==> config.mk <==
export PLATFORM = sky130hd
export DESIGN_NAME = id_ex_stage_reg
export DESIGN_NICKNAME = d
export VERILOG_FILES = /design/src/rtl/id_ex_stage_reg.sv
export SDC_FILE = /design/constraint.sdc
export NUM_CORES = 1
export LEC_CHECK = 0
export BUFFER_PORTS_ARGS = -buffer_cell sky130_fd_sc_hd__buf_2
export CORE_AREA = 2 2 142 109
export DETAILED_ROUTE_END_ITERATION = 12
export DIE_AREA = 0 0 144 111
export PLACE_DENSITY = 0.77
export SYNTH_ARGS = -nofsm -noshare
export SYNTH_HDL_FRONTEND = slang
export SYNTH_SLANG_ARGS = --single-unit
==> constraint.sdc <==
create_clock -name clk -period 5.4 [get_ports clk]
set_input_delay 1.08 -clock clk [delete_from_list [all_inputs] [get_ports clk]]
set_output_delay 1.08 -clock clk [all_outputs]
set_load 0.02 [all_outputs]
==> src/rtl/id_ex_stage_reg.sv <==
// ID/EX pipeline register: captures decoded operands and control each cycle,
// annulling the control side on a failed condition or hazard bubble.
module id_ex_stage_reg #(
   parameter int WORD_W  = 32,
   parameter int SHIFT_W = 12,
   parameter int IMM24_W = 24
) (
   input  logic               clk,
   input  logic               rst,
   input  logic               flush,
   input  logic               freeze,
   input  logic               hazard,
   input  logic               cond_ok,
   input  logic [WORD_W-1:0]  pc_in,
   input  logic               wb_en_in,
   input  logic               mem_r_en_in,
   input  logic               mem_w_en_in,
   input  logic               b_in,
   input  logic               s_in,
   input  logic [3:0]         exe_cmd_in,
   input  logic               imm_in,
   input  logic [WORD_W-1:0]  val_rn_in,
   input  logic [WORD_W-1:0]  val_rm_in,
   input  logic [SHIFT_W-1:0] shift_operand_in,
   input  logic [IMM24_W-1:0] signed_imm_24_in,
   input  logic [3:0]         dest_in,
   input  logic [3:0]         src1_in,
   input  logic [3:0]         src2_in,
   input  logic [3:0]         sr_in,
   output logic [WORD_W-1:0]  pc,
   output logic               wb_en,
   output logic               mem_r_en,
   output logic               mem_w_en,
   output logic               b,
   output logic               s,
   output logic [3:0]         exe_cmd,
   output logic               imm,
   output logic [WORD_W-1:0]  val_rn,
   output logic [WORD_W-1:0]  val_rm,
   output logic [SHIFT_W-1:0] shift_operand,
   output logic [IMM24_W-1:0] signed_imm_24,
   output logic [3:0]         dest,
   output logic [3:0]         src1,
   output logic [3:0]         src2,
   output logic [3:0]         sr,
   output logic               valid
);

   logic w_kill;

   assign w_kill = hazard | ~cond_ok;

   // Freeze holds everything; a killed instruction keeps its data fields so the
   // forwarding unit and debug still see consistent indices, only side effects drop.
   always_ff @(posedge clk or posedge rst) begin
      if (rst) begin
         pc            <= '0;
         wb_en         <= 1'b0;
         mem_r_en      <= 1'b0;
         mem_w_en      <= 1'b0;
         b             <= 1'b0;
         s             <= 1'b0;
         exe_cmd       <= '0;
         imm           <= 1'b0;
         val_rn        <= '0;
         val_rm        <= '0;
         shift_operand <= '0;
         signed_imm_24 <= '0;
         dest          <= '0;
         src1          <= '0;
         src2          <= '0;
         sr            <= '0;
         valid         <= 1'b0;
      end else if (!freeze) begin
         if (flush) begin
            pc            <= '0;
            wb_en         <= 1'b0;
            mem_r_en      <= 1'b0;
            mem_w_en      <= 1'b0;
            b             <= 1'b0;
            s             <= 1'b0;
            exe_cmd       <= '0;
            imm           <= 1'b0;
            val_rn        <= '0;
            val_rm        <= '0;
            shift_operand <= '0;
            signed_imm_24 <= '0;
            dest          <= '0;
            src1          <= '0;
            src2          <= '0;
            sr            <= '0;
            valid         <= 1'b0;
         end else begin
            pc            <= pc_in;
            wb_en         <= wb_en_in & ~w_kill;
            mem_r_en      <= mem_r_en_in & ~w_kill;
            mem_w_en      <= mem_w_en_in & ~w_kill;
            b             <= b_in & ~w_kill;
            s             <= s_in & ~w_kill;
            exe_cmd       <= exe_cmd_in;
            imm           <= imm_in;
            val_rn        <= val_rn_in;
            val_rm        <= val_rm_in;
            shift_operand <= shift_operand_in;
            signed_imm_24 <= signed_imm_24_in;
            dest          <= dest_in;
            src1          <= src1_in;
            src2          <= src2_in;
            sr            <= sr_in;
            valid         <= ~w_kill;
         end
      end
   end

endmodule

# Word-level counts from Yosys, hierarchy flattened
# Cells that the tools add are included.
# totals
ff_bits	159
latchBits	0
ram_bits	0
rom_bits	0
inputBits	164
output_inout_bits	159
elab_cells	42
n_memories	0
# classes
n_addsub	0
multipliers	0
div	0
magnitude_cmp	0
n_eq_ne	0
n_shift	0
muxes	17
bitwise_logic	8
reduce_logical	0
# ops
op	n
two-way mux 32 bit	3
two-way mux 24 bit	1
two-way mux 4 bit	5
two-way mux 12 bit	1
two-way mux 1 bit	7
bitwise AND 1 bit	5
NOT 1 bit	2
OR 1 bit	1

# Logic depth before layout (Yosys ltp)
# Gate-level depths: netlist (run 1).
# depth
word_depth	5
ltp_mapped	4
ltp_nobuf	2

# Least setup slack after synthesis (run 1)
# No wires, ideal clock.
# synth_timing
path_type	in2reg
start	in freeze
end	reg valid
setup_time_ns	0.125
arrival_time_ns	1.681
t_required_ns	5.275
path_slack_ns	3.594
stages	2
n_path_buf	1
path_cell_list	clkbuf_1 mux2_2
# synth_rtl
element	line_no	text
start: declaration	11	input logic freeze,
end signal: assignment	110	valid <= ~w_kill;
end: declaration	46	output logic valid
# No word-level cell between the ends.

# Final worst setup path (run 1)
# layout_timing
start	in freeze
end	reg valid
# No word-level cell between the ends.

==> results of run 1 <==
-- placed cells by master, fill, tap and decap left out, drive strengths merged --
| master | synthesis | final |
|---|---|---|
| buf | 30 | 327 |
| dfrtp | 159 | 159 |
| a22o | 157 | 157 |
| clkbuf | 4 | 18 |
| clkinv | 0 | 7 |
| nor2b | 5 | 5 |
| inv | 1 | 5 |
| clkinvlp | 0 | 3 |
| nor2 | 1 | 1 |
| nor3b | 1 | 1 |
| mux2 | 1 | 1 |
| nand2b | 1 | 1 |
| nand2 | 1 | 1 |
| o21ai | 1 | 1 |
-- power by group through the flow --
stage / combinational (mW) / clock, mW / sequential, mW
global route: 0.464 / 1.18 / 1.34
CTS: 0.439 / 1.13 / 1.33
finish: 0.433 / 1.09 / 1.33
detailed placement: 0.439 / 0 / 1.35
global placement: 0.426 / 0 / 1.35
floorplan: 0.135 / 0 / 1.46
-- final cells by class --
cell class              count  area, µm²  share of cell area
clock inverters            14        110              0.0139
clock buffers              18        439              0.0555
inverters                   1       8.76             0.00111
repair buffers            327       1660               0.210
multi-input cells         168       1450               0.184
well taps                 205        256              0.0324
flip-flops and latches    159       3980               0.503
-- state kept, by name, summed over array words and instances (netlist names) --
register / count
dest: 4
sr: 4
exe_cmd: 4
b: 1
s: 1
imm: 1
val_rm: 32
valid: 1
src2: 4
mem_w_en: 1
src1: 4
wb_en: 1
val_rn: 32
signed_imm_24: 24
mem_r_en: 1
pc: 32
shift_operand: 12
-- Yosys cell counts (2+ instances only) --
library cell    n
dfrtp_1       159
a22o_1        157
buf_2          25
nor2b_1         5
clkbuf_1        4
buf_1           3
buf_4           2
-- routing by layer --
metal / vias up / wire [µm]
li1: 2018 / -
met1: 2187 / 6200
met2: 194 / 7660
met3: 25 / 1060
met4: 0 / 188
met5: - / 0
-- worst min-delay path: cells and delay by family (launching register included) --
family | cells | cell delay (ns)
AO/OA/AOI/OAI | 1 | 0.06
flip-flops | 1 | 0.34
AND/OR/NAND/NOR | 1 | 0.05
-- kinds of logic after synthesis --
logic type	synth area share
DFF	0.710
buffers and inverters	0.0304
and+or+nand+nor	0.0107
muxes	0.00201
AOI/OAI and AO/OA	0.246
-- through the flow --
stage                     cells  worst slack [ns]  hold WS [ns]  power, mW  instance area (µm²)
after floorplan             362            0.0284         0.591       1.60                 5600
after global placement      860              2.43         0.470       1.77                 7360
after detailed placement    860              2.36         0.477       1.79                 7360
after CTS                   892              2.80         0.494       2.90                 7910
after global routing        892              2.67         0.513       2.98                 7910
final                       892              2.81         0.481       2.86                 7910
-- how the worst max path moves through the flow --
stage	depth (start not counted)	startpoint	endpoint
2_1_floorplan	1	rst	b$_DFFE_PP0N_
3_3_place_gp	3	freeze	valid$_DFFE_PP0N_
3_5_place_dp	3	freeze	valid$_DFFE_PP0N_
4_1_cts	3	freeze	valid$_DFFE_PP0N_
5_1_grt	3	freeze	valid$_DFFE_PP0N_
6_report	3	freeze	valid$_DFFE_PP0N_
==> results by group, run 1 <==
Route
  • 1st-pass router iterations: 4
  • Post-route antenna net violation count: 0
  • Total Routed Length: 15100 µm
  • WL/cell: 16.9 µm
  • Vias/cell: 4.96
  • First DRT Iteration DRCs: 230
  • Remaining DRCs: 0
  • Vias: 4424

Setup path
  • R2R Path End: signed_imm_24[4]$_DFFE_PP0N_
  • CP Cell Sequence: buf_4 > buf_4 > mux2_2
  • Required @ worst endpoint: 5.70 ns
  • Reg-to-reg setup timing slack: 4.63 ns
  • Slowest stage delay, CP: 0.87 ns
  • Worst path arrival time: 2.89 ns
  • CP most frequent cell: buf_4
  • Worst r2r path cells: 1
  • Crit Path Max Fanout: 104
  • Critical path capture point type: flop
  • Crit Path Class: in2reg
  • Worst path top cell family by delay: buffers and inverters
  • CP max stage cell: buf_4
  • FF-to-FF Start: signed_imm_24[4]$_DFFE_PP0N_
  • WP buf/inv: 2
  • CP startpoint kind: input port

Synth
  • Post-synth EDFFs: 0
  • Register area share after synthesis: 0.710
  • #FFs+latches synth: 159
  • Synth area leader: dfrtp_1
  • Ys flop type: dfrtp_1
  • Ys async rst share: 1.00
  • Top cells by area, synth: dfrtp_1, a22o_1, buf_2, nor2b_1, buf_4
  • Synthesized instance count: 362
  • Yosys top cell area share: 0.710
  • Post-Syn Area: 5600 µm²
  • Syn Area/Cell: 15.5 µm²
  • Syn nets: 526
  • Unique masters post-synth: 14
  • YS warnings: 0

Pwr
  • Static Leak: 4.41 nW
  • Sw power: 0.793 mW
  • Largest vdd supply drop: 149 µV
  • Power Internal: 2.06 mW
  • Clk pwr share: 0.383
  • PD cells: 361 nW/µm²
  • Sequential share of power: 0.466
  • Sw Ratio: 0.277
  • Comb power frac: 0.151

STA
  • RSZ-0062 raised after global routing: no
  • Slew Limit Fails: 0
  • Setup_tns: 0 ns
  • Worst-margin pin slew: 1.03 ns
  • Min Tclk post-route: 2.59 ns
  • Final hold violation count: 0
  • Final period util: 0.480
  • Slew HR: 0.316
  • Fmax achieved: 386 MHz
  • Final Skew: 0 ns
  • # setup viols final: 0

Min path
  • Hold path depth: 2
  • Worst Hold Endpoint: pc[30]$_DFFE_PP0N_
  • Hold/Removal Path Class: reg2reg
  • Hold path start: pc[30]$_DFFE_PP0N_

Clock network
  • Clock Root Buffer: clkbuf_16
  • Total setup buffers inserted after CTS: 0
  • PostCTS Resize Cnt: 0
  • Clock sink count: 159
  • Hold Buf Count CTS: 0
  • Clock transition at the registers of the reported paths: 0.06 ns
  • Clock Latency Late Sink: 0.41 ns
  • CTS max path bufs: 2
  • H-tree depth: 4
  • CTS tree: built
  • CTS Buf Count: 17

Placed design
  • Hpwl dp: 10700 µm
  • Routability Congestion: 0.765
  • PortBufs: 322

Global routing
  • GRT met3 Usage: 0.0570
  • All-Layer GR Usage: 0.186
  • Vias in the first global route: 4499
  • Met2 usage: 0.319
  • Remaining global-route overflow: 0
  • Largest net degree at the start of global routing: 105
  • Initial antenna violation count: 0
  • First-pass GRT wire length: 23200 µm
  • GRT met1 Usage: 0.221
  • Most crowded layer after global routing: met2

Final layout
  • Nets: 838
  • Ratio of cells with drive above 1 in the final layout: 0.527
  • Util after Layout: 0.535
  • Fillcell total: 1274
  • Antenna Cells: 0
  • Area Overhead vs Synth: 41.2%

Floorplan
  • Die ar.: 16000 µm²
  • Ports: 323
  • Starting Density: 0.379
  • Core area: 14800 µm²
  • Num rows: 39
  • Die Height: 111 µm
  • Chip Width: 144 µm

Run
  • Max Cap Violations: 0

Run status
  • Status: completed
Power figures use the tool's default switching activity.
==> run 2, diff against run 1 <==
CORE_AREA = 2 2 138 107   (was 2 2 142 109)
DIE_AREA = 0 0 140 109   (was 0 0 144 111)
PLACE_DENSITY = 0.78   (was 0.77)
clock period = 2.6 ns   (was 5.4 ns; I/O delays follow)
==> results by group, run 2 (same netlist as run 1, synthesis figures left out) <==
Min path
  • Hold/Removal Path Class: in2async (was reg2reg)

Clock network
  • PostCTS Resize Cnt: 0 (unchanged)
  • Clock transition at the registers of the reported paths: 0.06 ns (about the same)
  • Hold Buf Count CTS: 0 (unchanged)
  • Clock sink count: 159 (unchanged)
  • H-tree depth: 4 (unchanged)
  • Total setup buffers inserted after CTS: 0 (unchanged)
  • CTS Buf Count: 17 (unchanged)
  • CTS tree: built (unchanged)
  • CTS max path bufs: 2 (unchanged)
  • Clock Root Buffer: clkbuf_16 (unchanged)
  • Clock Latency Late Sink: 0.41 ns (about the same)

Route
  • WL/cell: 17.8 µm (was 16.9 µm)
  • Routed wl met2: 7900 µm (was 7660 µm)
  • 1st-pass router iterations: 9 (was 4)
  • First DRT Iteration DRCs: 262 (was 230)
  • Post-route antenna net violation count: 0 (unchanged)
  • Vias/cell: 5.16 (was 4.96)
  • Vias: 4478 (was 4424)
  • DR WL met3: 1190 µm (was 1060 µm)
  • Remaining DRCs: 19 (was 0)
  • WL met1: 6110 µm (was 6200 µm)
  • Highest Signal Layer: met4 (unchanged)
  • Total Routed Length: 15400 µm (was 15100 µm)

Placed design
  • Area after DPL: 7370 µm² (was 7360 µm²)
  • PortBufs: 322 (unchanged)
  • Routability Congestion: 0.903 (was 0.765)
  • Post-Place Cells: 838 (was 860)
  • Hpwl dp: 10900 µm (was 10700 µm)

Final layout
  • Nets: 841 (was 838)
  • Util after Layout: 0.572 (was 0.535)
  • Ratio of cells with drive above 1 in the final layout: 0.528 (was 0.527)
  • Design area: 8020 µm² (was 7910 µm²)
  • Fin cells: 868 (was 892)
  • Antenna Cells: 0 (unchanged)
  • Regs by FF count: pc: 32 flops, val_rm: 32 flops, val_rn: 32 flops (unchanged)
  • Most frequent cells in the layout: buf_2, dfrtp_1, a22o_1, clkbuf_16, buf_4 (was buf_2, dfrtp_1, a22o_1, clkbuf_16)
  • Commonest non-fill, non-tap cell in the layout: buf_2 (unchanged)
  • Area Overhead vs Synth: 43.2% (was 41.2%)

Floorplan
  • Die ar.: 15300 µm² (was 16000 µm²)
  • Num rows: 38 (was 39)
  • Ports: 323 (unchanged)
  • Core area: 14000 µm² (was 14800 µm²)
  • Starting Density: 0.399 (was 0.379)
  • Chip Width: 140 µm (was 144 µm)
  • Die Height: 109 µm (was 111 µm)

Global routing
  • Initial antenna violation count: 0 (unchanged)
  • Largest net degree at the start of global routing: 105 (unchanged)
  • All-Layer GR Usage: 0.198 (was 0.186)
  • Vias in the first global route: 4625 (was 4499)
  • First-pass GRT wire length: 23500 µm (was 23200 µm)
  • Remaining global-route overflow: 0 (unchanged)

Setup path
  • Worst r2r path cells: 1 (unchanged)
  • CP max stage cell: dfrtp_1 (was buf_4)
  • CP startpoint kind: flop (was input port)
  • Critical path capture point type: output pin (was flop)
  • CP Cell Sequence: buf_2 (was buf_4 > buf_4 > mux2_2)
  • Required @ worst endpoint: 2.08 ns (was 5.70 ns)
  • FF-to-FF Start: pc[20]$_DFFE_PP0N_ (was signed_imm_24[4]$_DFFE_PP0N_)
  • Slowest stage delay, CP: 0.41 ns (was 0.87 ns)
  • R2R Path End: pc[20]$_DFFE_PP0N_ (was signed_imm_24[4]$_DFFE_PP0N_)
  • Worst path top cell family by delay: flip-flops (was buffers and inverters)
  • Reg-to-reg setup timing slack: 1.83 ns (was 4.63 ns)
  • Worst path arrival time: 0.99 ns (was 2.89 ns)
  • WP buf/inv: 1 (was 2)
  • Crit Path Max Fanout: 2 (was 104)
  • Crit Path Class: reg2out (was in2reg)

Pwr
  • Static Leak: 4.47 nW (was 4.41 nW)
  • Clk pwr share: 0.426 (was 0.383)
  • Sequential share of power: 0.432 (was 0.466)
  • Comb power frac: 0.141 (was 0.151)
  • PD cells: 798 nW/µm² (was 361 nW/µm²)
  • Largest vdd supply drop: 516 µV (was 149 µV)
  • Power Internal: 4.77 mW (was 2.06 mW)
  • Sw Ratio: 0.256 (was 0.277)
  • Sw power: 1.64 mW (was 0.793 mW)
  • Total power: 6.40 mW (was 2.86 mW)

STA
  • RSZ-0062 raised after global routing: no (unchanged)
  • Slew HR: 0.576 (was 0.316)
  • Final period util: 0.580
  • Min Tclk post-route: 1.51 ns
  • Worst-margin pin slew: 0.635 ns (was 1.03 ns)
  • Setup_tns: 0 ns (unchanged)
  • # setup viols final: 0 (unchanged)
  • Fmax achieved: 663 MHz
  • Slew Limit Fails: 0 (unchanged)
  • Final hold violation count: 0 (unchanged)
  • Final Skew: 0 ns (unchanged)

Run status
  • Status: finished with violations (was completed)
  • Failing checks: design-rule violations

Run
  • Max Cap Violations: 0 (unchanged)
run 2: changes by cell type in the layout (fill, tap and decap cells not counted), sizes merged:
| cell | change |
|---|---|
| clkinv | -7 |
| bufinv | +5 |
| buf | +3 |
| clkinvlp | +1 |
| inv | -1 |
run 2: power by group through the flow:
stage | Clock, mW | Sequential [mW] | Combinational [mW]
after floorplan | 0 | 3.04 | 0.281
after global placement | 0 | 2.80 | 0.896
after detailed placement | 0 | 2.81 | 0.919
after CTS | 2.78 | 2.77 | 0.919
after global routing | 2.89 | 2.79 | 0.972
final | 2.73 | 2.77 | 0.906
run 2: layout make-up:
type                            instances  area (µm²)
Clock buffer                           18         439
Timing Repair Buffer                  330        1710
Tap cell                              180         225
Inverter                                1        7.51
Multi-Input combinational cell        168        1450
Sequential cell                       159        3980
Clock inverter                         12         208
Fill cell                            1141        6000
run 2: worst max-delay path by stage:
stage	from	endpoint	slack (ns)	depth (start not counted)
after floorplan	rst	b$_DFFE_PP0N_	0.07	1
after CTS	pc[30]$_DFFE_PP0N_	pc[30]	1.07	1
after global routing	mem_r_en$_DFFE_PP0N_	mem_r_en	1.04	1
final	shift_operand[4]$_DFFE_PP0N_	shift_operand[4]	1.09	1
after detailed placement	freeze	val_rm[28]$_DFFE_PP0N_	0.73	3
after global placement	freeze	pc[30]$_DFFE_PP0N_	0.80	4
run 2: per-stage QoR:
stage	hold WS (ns)	setup slack [ns]
final	0.245	1.09
after global routing	0.271	1.04
after CTS	0.257	1.07
after detailed placement	0.492	0.733
after global placement	0.486	0.801
after floorplan	0.591	0.0651
run 2: per-layer routing:
metal / track usage / up-vias
met2: 0.343 / 194
li1: - / 2024
met1: 0.230 / 2242
met5: 0 / -
met3: 0.0676 / 18
met4: 0.0750 / 0
==> run 3, diff against run 2 <==
ABC_AREA = 1   (was not set)
CORE_AREA = 2 2 144 111   (was 2 2 138 107)
DIE_AREA = 0 0 146 113   (was 0 0 140 109)
PLACE_DENSITY = 0.76   (was 0.78)
clock period = 1.51 ns   (was 2.6 ns; I/O delays follow)
==> results by group, run 3 <==
Clock network
  • PostCTS Resize Cnt: 0 (unchanged)
  • CTS Buf Count: 17 (unchanged)
  • H-tree depth: 4 (unchanged)
  • Clock Root Buffer: clkbuf_16 (unchanged)
  • CTS max path bufs: 2 (unchanged)
  • Clock transition at the registers of the reported paths: 0.06 ns (about the same)
  • Clock sink count: 159 (unchanged)
  • CTS tree: built (unchanged)
  • Total setup buffers inserted after CTS: 0 (unchanged)
  • Clock Latency Late Sink: 0.40 ns (was 0.41 ns)
  • Hold Buf Count CTS: 0 (unchanged)

Route
  • 1st-pass router iterations: 5 (was 9)
  • Total Routed Length: 15800 µm (was 15400 µm)
  • First DRT Iteration DRCs: 276 (was 262)
  • Remaining DRCs: 0 (was 19)
  • Post-route antenna net violation count: 0 (unchanged)
  • Vias: 5337 (was 4478)
  • WL/cell: 13.1 µm (was 17.8 µm)
  • Vias/cell: 4.41 (was 5.16)

Floorplan
  • Die ar.: 16500 µm² (was 15300 µm²)
  • Starting Density: 0.402 (was 0.399)
  • Die Height: 113 µm (was 109 µm)
  • Core area: 15000 µm² (was 14000 µm²)
  • Chip Width: 146 µm (was 140 µm)
  • Ports: 323 (unchanged)
  • Num rows: 39 (was 38)

STA
  • Hold slack: 0.00806 ns (was 0.245 ns)
  • Final Skew: 0 ns (unchanged)
  • Min Tclk post-route: 1.28 ns
  • Fmax achieved: 781 MHz
  • Slew HR: 0.699 (was 0.576)
  • Slew Limit Fails: 0 (unchanged)
  • Final hold violation count: 0 (unchanged)
  • Final period util: 0.848
  • # setup viols final: 0 (unchanged)
  • Setup_tns: 0 ns (unchanged)
  • Worst-margin pin slew: 0.452 ns (was 0.635 ns)
  • RSZ-0062 raised after global routing: no (unchanged)

Placed design
  • Area after DPL: 7860 µm² (was 7370 µm²)
  • PortBufs: 322 (unchanged)
  • Routability Congestion: 0.778 (was 0.903)
  • Hpwl dp: 11400 µm (was 10900 µm)

Setup path
  • Worst path top cell family by delay: flip-flops (unchanged)
  • Crit Path Max Fanout: 2 (unchanged)
  • Crit Path Class: reg2out (unchanged)
  • CP max stage cell: dfrtp_1 (unchanged)
  • CP startpoint kind: flop (unchanged)
  • Required @ worst endpoint: 1.21 ns (was 2.08 ns)
  • CP Cell Sequence: buf_2 (unchanged)
  • Worst path arrival time: 0.98 ns (was 0.99 ns)
  • WP buf/inv: 1 (unchanged)
  • Critical path capture point type: output pin (unchanged)
  • Reg-to-reg setup timing slack: 0.86 ns (was 1.83 ns)
  • FF-to-FF Start: pc[28]$_DFFE_PP0N_ (was pc[20]$_DFFE_PP0N_)
  • Slowest stage delay, CP: 0.40 ns (was 0.41 ns)
  • R2R Path End: pc[28]$_DFFE_PP0N_ (was pc[20]$_DFFE_PP0N_)
  • Worst r2r path cells: 2 (was 1)

Final layout
  • Ratio of cells with drive above 1 in the final layout: 0.365 (was 0.528)
  • Area Overhead vs Synth: 40.3% (was 43.2%)
  • Commonest non-fill, non-tap cell in the layout: nand2_1 (was buf_2)
  • Regs by FF count: pc: 32 flops, val_rm: 32 flops, val_rn: 32 flops (unchanged)
  • Nets: 1155 (was 841)
  • Most frequent cells in the layout: nand2_1, buf_2, dfrtp_1, clkbuf_16, buf_12 (was buf_2, dfrtp_1, a22o_1, clkbuf_16, buf_4)
  • Fillcell total: 1366 (was 1141)
  • Design area: 8480 µm² (was 8020 µm²)

Synth
  • #FFs+latches synth: 159 (unchanged)
  • Most common library cells after synthesis: nand2_1, dfrtp_1, buf_2 (was dfrtp_1, a22o_1, buf_2)
  • Post-Syn Area: 6050 µm² (was 5600 µm²)
  • Ys flop type: dfrtp_1 (unchanged)
  • Syn nets: 839 (was 526)
  • Syn Area/Cell: 8.96 µm² (was 15.5 µm²)
  • Synth area leader: dfrtp_1 (unchanged)
  • Register area share after synthesis: 0.658 (was 0.710)
  • Most common cell in the synthesized netlist: nand2_1 (was dfrtp_1)
  • YS warnings: 0 (unchanged)
  • Yosys top cell area share: 0.658 (was 0.710)
  • Post-synth EDFFs: 0 (unchanged)
  • Top cells by area, synth: dfrtp_1, nand2_1, buf_6, buf_2, nand3_1 (was dfrtp_1, a22o_1, buf_2, nor2b_1, buf_4)
  • Unique masters post-synth: 10 (was 14)
  • Synthesized instance count: 675 (was 362)
  • Ys async rst share: 1.00 (unchanged)

Global routing
  • Remaining global-route overflow: 0 (unchanged)
  • Largest net degree at the start of global routing: 80 (was 105)
  • All-Layer GR Usage: 0.194 (was 0.198)
  • Vias in the first global route: 5287 (was 4625)
  • First-pass GRT wire length: 25600 µm (was 23500 µm)
  • Initial antenna violation count: 1 (was 0)

Pwr
  • Largest vdd supply drop: 881 µV (was 516 µV)
  • PD cells: 1270 nW/µm² (was 798 nW/µm²)
  • Static Leak: 5.21 nW (was 4.47 nW)

Run
  • Max Cap Violations: 0 (unchanged)

Min path
  • Hold/Removal Path Class: in2async (unchanged)

Run status
  • Status: completed (was finished with violations)
run 3: changes by cell type in the layout (fill, tap and decap cells not counted), moves of 2 or more:
cell,previous run,this run
bufinv_16,5,3
a22o_1,157,0
nand2_1,1,472
nor2b_1,5,0
clkinv_4,0,2
nand3_1,0,5
buf_12,3,9
buf_4,6,2
run 3: final cells by class:
| class | instances | area [µm²] | area share |
|---|---|---|---|
| clock inverter | 14 | 180 | 0.0212 |
| clock buffer | 18 | 439 | 0.0518 |
| antenna | 1 | 2.50 | 0.000295 |
| tap | 205 | 256 | 0.0302 |
| multi-input combinational | 479 | 1810 | 0.214 |
| timing repair buffer | 332 | 1800 | 0.212 |
| sequential | 159 | 3980 | 0.469 |
| inverter | 2 | 11.3 | 0.00133 |
run 3: routing by layer:
layer / global-route usage / vias up / wire length (µm)
li1: - / 2654 / -
met1: 0.242 / 2432 / 6720
met2: 0.319 / 223 / 7500
met3: 0.0637 / 28 / 1240
met4: 0.0686 / 0 / 332
met5: 0 / - / 0
run 3: cell families after synthesis:
family	after synthesis	share of synthesized area
AND/OR/NAND/NOR	479	0.300
buffers and inverters	37	0.0422
flip-flops	159	0.658
run 3: worst max-delay path by stage:
| stage | from | to | slack, ns | depth (start not counted) |
|---|---|---|---|---|
| global route | signed_imm_24[11]$_DFFE_PP0N_ | signed_imm_24[11] | 0.19 | 1 |
| detailed placement | freeze | val_rn[9]$_DFFE_PP0N_ | 0.25 | 5 |
| finish | pc[28]$_DFFE_PP0N_ | pc[28] | 0.23 | 1 |
| CTS | pc[28]$_DFFE_PP0N_ | pc[28] | 0.21 | 1 |
| global placement | freeze | exe_cmd[1]$_DFFE_PP0N_ | 0.26 | 6 |
| floorplan | rst | b$_DFFE_PP0N_ | -0.81 | 1 |
run 3: power breakdown:
| group | switching, mW | internal [mW] |
|---|---|---|
| registers | 0.169 | 4.58 |
| logic | 0.999 | 0.552 |
| clock network | 1.78 | 2.68 |
run 3: metrics by stage:
step / util / std cells / worst slack (ns) / total power [mW]
final: 0.564 / 1210 / 0.230 / 10.8
after global routing: 0.564 / 1210 / 0.188 / 11.3
after CTS: 0.564 / 1209 / 0.210 / 10.9
after detailed placement: 0.523 / 1177 / 0.255 / 6.39
after global placement: 0.523 / 1177 / 0.263 / 6.36
after floorplan: - / 675 / -0.807 / 5.70
